<file path="src/rtl/draw_scheduler.sv">
// draw_scheduler
//   Sequences the three screen-render engines (fillscreen, makegrid,
//   mapbuilder) in fixed order fill -> grid -> map and owns the single pixel
//   port into vga_adapter. Accepts full and map-only redraw requests, queues
//   at most one pass while busy, and guards each stage with a watchdog.
//
// Ports
//   clk, rst_n                    clock, async active-low reset
//   req_full, req_map, stage_mask redraw requests; mask bit0 fill, bit1 grid, bit2 map
//   <eng>_start / <eng>_done      per-engine handshake (eng = fill, grid, map)
//   <eng>_x/_y/_colour/_plot      per-engine pixel outputs
//   vga_x/_y/_colour/_plot        muxed pixel port to vga_adapter
//   busy, frame_done              status: not idle / one-cycle end-of-pass pulse
//   timeout_err, frames_drawn     sticky abort flag / passes completed cleanly
module draw_scheduler #(
    parameter int              TO_W           = 24,
    parameter logic [TO_W-1:0] TIMEOUT_CYCLES = 24'd131072
) (
    input  logic       clk,
    input  logic       rst_n,
    input  logic       req_full,
    input  logic       req_map,
    input  logic [2:0] stage_mask,
    output logic       fill_start,
    input  logic       fill_done,
    input  logic [8:0] fill_x,
    input  logic [7:0] fill_y,
    input  logic [2:0] fill_colour,
    input  logic       fill_plot,
    output logic       grid_start,
    input  logic       grid_done,
    input  logic [8:0] grid_x,
    input  logic [7:0] grid_y,
    input  logic [2:0] grid_colour,
    input  logic       grid_plot,
    output logic       map_start,
    input  logic       map_done,
    input  logic [8:0] map_x,
    input  logic [7:0] map_y,
    input  logic [2:0] map_colour,
    input  logic       map_plot,
    output logic [8:0] vga_x,
    output logic [7:0] vga_y,
    output logic [2:0] vga_colour,
    output logic       vga_plot,
    output logic       busy,
    output logic       frame_done,
    output logic       timeout_err,
    output logic [7:0] frames_drawn
);

    typedef enum logic [2:0] {
        IDLE     = 3'd0,
        RUN_FILL = 3'd1,
        RUN_GRID = 3'd2,
        RUN_MAP  = 3'd3,
        DONE     = 3'd4
    } state_t;

    state_t          state, state_nxt;
    logic [2:0]      mask_q, mask_nxt;
    logic            pend_full, pend_map;
    logic [TO_W-1:0] wd_cnt;
    logic            accept;
    logic            in_run;
    logic            stage_done;
    logic            wd_hit;
    logic            timeout_set;

    // First enabled stage of a mask, in fill -> grid -> map order.
    function automatic state_t first_stage(input logic [2:0] m);
        if (m[0])      return RUN_FILL;
        else if (m[1]) return RUN_GRID;
        else if (m[2]) return RUN_MAP;
        else           return DONE;
    endfunction

    // Next stage after s: mask off s and everything before it.
    function automatic state_t stage_after(input state_t s, input logic [2:0] m);
        case (s)
            RUN_FILL: return first_stage({m[2:1], 1'b0});
            RUN_GRID: return first_stage({m[2], 2'b00});
            default:  return DONE;
        endcase
    endfunction

    wire want_full = req_full | pend_full;
    wire want_map  = req_map  | pend_map;

    assign in_run = (state == RUN_FILL) || (state == RUN_GRID) || (state == RUN_MAP);

    // Only the active engine's done matters.
    always_comb begin
        stage_done = 1'b0;
        case (state)
            RUN_FILL: stage_done = fill_done;
            RUN_GRID: stage_done = grid_done;
            RUN_MAP:  stage_done = map_done;
            default:  stage_done = 1'b0;
        endcase
    end

    // A zero limit disables the watchdog entirely.
    assign wd_hit      = (TIMEOUT_CYCLES != '0) && (wd_cnt == TIMEOUT_CYCLES - TO_W'(1));
    assign timeout_set = in_run && !stage_done && wd_hit;

    always_comb begin
        state_nxt = state;
        mask_nxt  = mask_q;
        accept    = 1'b0;
        case (state)
            IDLE: begin
                // Full requests win over map-only; live and pending are equivalent.
                if (want_full) begin
                    accept    = 1'b1;
                    mask_nxt  = stage_mask;
                    state_nxt = first_stage(stage_mask);
                end else if (want_map) begin
                    accept    = 1'b1;
                    mask_nxt  = 3'b100;
                    state_nxt = RUN_MAP;
                end
            end
            RUN_FILL, RUN_GRID, RUN_MAP: begin
                if (stage_done)  state_nxt = stage_after(state, mask_q);
                else if (wd_hit) state_nxt = DONE;
            end
            DONE:    state_nxt = IDLE;
            default: state_nxt = IDLE;
        endcase
    end

    // Control outputs are registered from the next state so they change
    // exactly with the state and never glitch on decode.
    always_ff @(posedge clk or negedge rst_n) begin
        if (!rst_n) begin
            state        <= IDLE;
            mask_q       <= 3'b000;
            pend_full    <= 1'b0;
            pend_map     <= 1'b0;
            wd_cnt       <= '0;
            fill_start   <= 1'b0;
            grid_start   <= 1'b0;
            map_start    <= 1'b0;
            busy         <= 1'b0;
            frame_done   <= 1'b0;
            timeout_err  <= 1'b0;
            frames_drawn <= 8'd0;
        end else begin
            state      <= state_nxt;
            mask_q     <= mask_nxt;
            fill_start <= (state_nxt == RUN_FILL);
            grid_start <= (state_nxt == RUN_GRID);
            map_start  <= (state_nxt == RUN_MAP);
            busy       <= (state_nxt != IDLE);
            frame_done <= (state_nxt == DONE);

            // Stage entry is always a state change, so that clears the counter.
            if (state_nxt != state)
                wd_cnt <= '0;
            else if (in_run && (wd_cnt != '1))
                wd_cnt <= wd_cnt + TO_W'(1);

            if (accept)
                timeout_err <= 1'b0;
            else if (timeout_set)
                timeout_err <= 1'b1;

            // One queued pass at most: repeats just re-set the same flags.
            if (accept) begin
                pend_full <= 1'b0;
                pend_map  <= 1'b0;
            end else if (state != IDLE) begin
                if (req_full) pend_full <= 1'b1;
                if (req_map)  pend_map  <= 1'b1;
            end

            // timeout_err is cleared on acceptance, so in DONE it reflects this pass.
            if ((state == DONE) && !timeout_err)
                frames_drawn <= frames_drawn + 8'd1;
        end
    end

    always_comb begin
        vga_x      = 9'd0;
        vga_y      = 8'd0;
        vga_colour = 3'd0;
        vga_plot   = 1'b0;
        case (state)
            RUN_FILL: begin
                vga_x = fill_x; vga_y = fill_y; vga_colour = fill_colour; vga_plot = fill_plot;
            end
            RUN_GRID: begin
                vga_x = grid_x; vga_y = grid_y; vga_colour = grid_colour; vga_plot = grid_plot;
            end
            RUN_MAP: begin
                vga_x = map_x; vga_y = map_y; vga_colour = map_colour; vga_plot = map_plot;
            end
            default: ;
        endcase
    end

endmodule

</file>
<file path="config.mk">
export PLATFORM = sky130hd
export DESIGN_NAME = draw_scheduler
export DESIGN_NICKNAME = d
export VERILOG_FILES = /design/src/rtl/draw_scheduler.sv
export SDC_FILE = /design/constraint.sdc
export NUM_CORES = 1
export LEC_CHECK = 0
export ABC_CLOCK_PERIOD_IN_PS = 3000
export CAP_MARGIN = 20
export CORE_AREA = 2 2 86 88
export CTS_BUF_LIST = sky130_fd_sc_hd__clkbuf_2 sky130_fd_sc_hd__clkbuf_4 sky130_fd_sc_hd__clkbuf_8
export DETAILED_ROUTE_END_ITERATION = 7
export DIE_AREA = 0 0 88 90
export GPL_ROUTABILITY_DRIVEN = 1
export PLACE_DENSITY_LB_ADDON = 0.08
export SLEW_MARGIN = 0
export SYNTH_ARGS = -nofsm -noshare
export SYNTH_HDL_FRONTEND = slang
export SYNTH_SLANG_ARGS = --single-unit
export TNS_END_PERCENT = 1
</file>
<file path="constraint.sdc">
create_clock -name clk -period 3 [get_ports clk]
set_clock_uncertainty 0.15 [all_clocks]
set_input_delay 0.3 -clock clk [delete_from_list [all_inputs] [get_ports clk]]
set_output_delay 0.3 -clock clk [all_outputs]
set_load 0.005 [all_outputs]
</file>
==> metrics.cfg, run 1 <==
[grt]
antenna_found_initial = 0
grt_pass1_wl_microns = 13800
grt_pass1_vias = 3066
grt_max_degree = 46
grt_util_met2 = 0.355
grt_busiest_layer = met2
use_met1 = 0.262
grt_overflow = 0
grtUsageMet3 = 0.0615
grt_use_total = 0.211

[power_and_ir_drop]
p_sw_frac = 0.386
p_leak_nw = 1.70
power.density_nw_per_um2 = 717
vdd_drop_max_mv = 0.398
power_frac_seq = 0.271
combPwrFrac = 0.557
internal-power_mw = 1.92
clkPwrFrac = 0.173
p_switching_mw = 1.21

[cells_and_area]
antenna_cells = 0
drive_gt1_frac = 0.0905
nNetsFinal = 516
n_fill_cell = 639
area_growth_pct = 43.5

[yosys]
synth_simple_gate_area_frac = 0.258
synth_top_family_by_area = simple AND/OR/NAND/NOR gates
ys_ff_latch = 45
synthArstFlopShare = 1.00
synth_xor_area_frac = 0.0634
synth_compound_area_frac = 0.172
ys.warnings.count = 0
ys_seq_area_frac = 0.370
postSynthCellCount = 336
post_synth.cell_area_avg_sq_um = 9.05
synth_edf_count = 0
yosys.area_share.adder = 0.00823
synth_flop_cell = dfrtp_1
ys_types = 59
synthMuxAreaShare = 0.0798
syn_nets = 411
synth_area_sq_um = 3040

[timing]
period_share = 0.939
period_needed_ns = 2.82
rsz0062_at_grt = false
setup_tns_ns = 0
hold_viol = 0
max_slew_margin = 0.282
fmax_mhz = 355
worst_pin_slew_ns = 1.07
hold-worst-slack_ns = 0.193
setup_viol = 0
finalMaxSlewViolations = 0

[routing]
wl_microns = 8100
drc = 0
routedWlPerCell_microns = 15.0
vias = 2988
dr.pass1.iters = 4
vias_per_cell = 5.52
postRouteAntennaNets = 0
drt_iter0_drc = 122

[floorplanning]
start_util = 0.433
fp.coreArea_sq_um = 7020
fp.dieW_microns = 88
chipHeight_microns = 90
std_cell_rows = 31
ios = 108
die-area_sq_um = 7920

[worst_setup_path]
cp_cell_sequence = buf_4 -> buf_4 -> mux2i_1 -> nor2_1 -> a21oi_1 -> nor2_1 -> clkdlybuf4s50_1
critPathBufInv = 3
startpoint_type = flip-flop
crit_arrival_ns = 2.37
worstPathMaxFanout = 18
cp.required_ns = 2.55
max_stage_delay_ns = 0.58
slowest_stage = dfrtp_1
setup.worst_path.class = flip-flop to output pin
critPathTopFamily = buffers and inverters
end_kind = output pin

[place]
gp_congestion = 0.824
dp_hpwl_microns = 5980
numPortBuffers = 107

[clock_tree]
cts_max_path_buffers = 2
htreeDepth = 2
ctsResizeCount = 0
post_cts_buffers = 0
cts.clk_slew.worst_paths_ns = 0.08
cts_root_buffer = clkbuf_8
clock_insertion_delay_worst_skew_ns = 0.30
clkSinkCount = 45
cts_tree = yes
cts_made_buffers = 5

[run]
maxCapViolCount = 0

[status]
status = finished, final reports clean

[min_path]
hold_class = input port to asynchronous set/reset pin

placed cells by master (no fill, tap or decap), drive strengths merged, types with 4 or more instances in the layout:
cell type and count:
nor2 53, o31ai 5, inv 9, a2111oi 5, clkbuf 5, nand4 10, or4 7, nor3 18
xnor2 16, xor2 6, a21oi 24, buf 12, mux2i 22, and3 4, dfrtp 45, and4 6
nand3 10, and2 4, a211oi 17, or3 6, nand2 11, clkdlybuf4s50 106
worst paths after layout:
path,startpoint,to,slack [ns],depth (start not counted)
max,state[1]$_DFF_PN0_,vga_x[4],0.18,7
min,rst_n,frames_drawn[4]$_DFFE_PN0P_,0.19,2
max reg2reg,state[0]$_DFF_PN0_,wd_cnt[15]$_DFFE_PN0P_,0.27,5
min reg2reg,frames_drawn[7]$_DFFE_PN0P_,frames_drawn[7]$_DFFE_PN0P_,0.32,1
max in group asynchronous,rst_n,wd_cnt[23]$_DFFE_PN0P_,2.07,3
min in group clk,frames_drawn[7]$_DFFE_PN0P_,frames_drawn[7]$_DFFE_PN0P_,0.32,1
metal layers:
metal  vias up  part of all wire
met3         9             0.068
met5         -                 0
met4         0             0.012
li1       1450                 -
met1      1434              0.44
met2        95              0.48
power groups by stage:
stage	sequential, mW	clock, mW	combinational, mW
floorplan	0.800	0	1.08
global placement	0.853	0	1.74
detailed placement	0.855	0	1.74
CTS	0.844	0.549	1.76
global route	0.864	0.576	1.90
finish	0.846	0.540	1.74
through the flow:
step | setup slack (ns) | area [sq um] | instances | power, mW | util
final | 0.184 | 4360 | 541 | 3.13 | 0.622
after CTS | 0.154 | 4330 | 539 | 3.15 | 0.617
after detailed placement | 0.244 | 4200 | 531 | 2.60 | 0.598
after global placement | 0.326 | 4200 | 531 | 2.59 | 0.598
after global routing | 0.0293 | 4360 | 541 | 3.34 | 0.622
after floorplan | 0.744 | 3040 | 336 | 1.88 | -
cells in the mapped netlist, types with 4 or more instances:
library cell  instances  area share
dfrtp_1              45        0.37
mux2i_1              22       0.072
nand2_1              10       0.012
inv_1                 9       0.011
xnor2_1              16       0.046
buf_2                 8       0.013
o31ai_1               5       0.012
a211oi_1             14       0.035
or4_1                 6       0.015
nand4_1               9       0.019
a21oi_1              24       0.040
nor3_1               18       0.030
clkbuf_1              6      0.0074
nor2_1               53       0.065
xor2_1                6       0.017
and4_1                5       0.014
nand3_1              10       0.016
and3_1                4      0.0082
or3_1                 6       0.012
a2111oi_0             4       0.012
timing repair:
action / CTS / global route
endpoints found under the hold margin: 0 / 45
endpoints found under the setup margin: 0 / 0
hold buffers: 0 / 1
logic make-up after synthesis:
group,after synthesis
buffers and inverters,30
adders and majority gates,2
and+or+nand+nor,142
DFF,45
xor gates and xnor gates,22
AOI/OAI and AO/OA,71
muxes,24
flip-flops by register name, indices dropped and copies added, names as in the netlist:
register,count
wd_cnt,24
frames_drawn,8
state,3
mask_q,2
busy,1
fill_start,1
frame_done,1
grid_start,1
map_start,1
pend_full,1
pend_map,1
timeout_err,1
final cells by class:
cell class | count | area [sq um] | area share
Tap cell | 99 | 124 | 0.0284
Inverter | 9 | 33.8 | 0.00774
Clock buffer | 5 | 68.8 | 0.0158
Clock inverter | 3 | 65.1 | 0.0149
Multi-Input combinational cell | 261 | 1780 | 0.407
Sequential cell | 45 | 1130 | 0.258
Timing Repair Buffer | 119 | 1170 | 0.268
Power figures use the tool's default switching activity.
==> inputs of run 2 (changes only) <==
CTS_CLUSTER_DIAMETER = 40   (was not set)
==> results of run 2 <==
Final layout, timing and power as in run 1 (identical DEF).
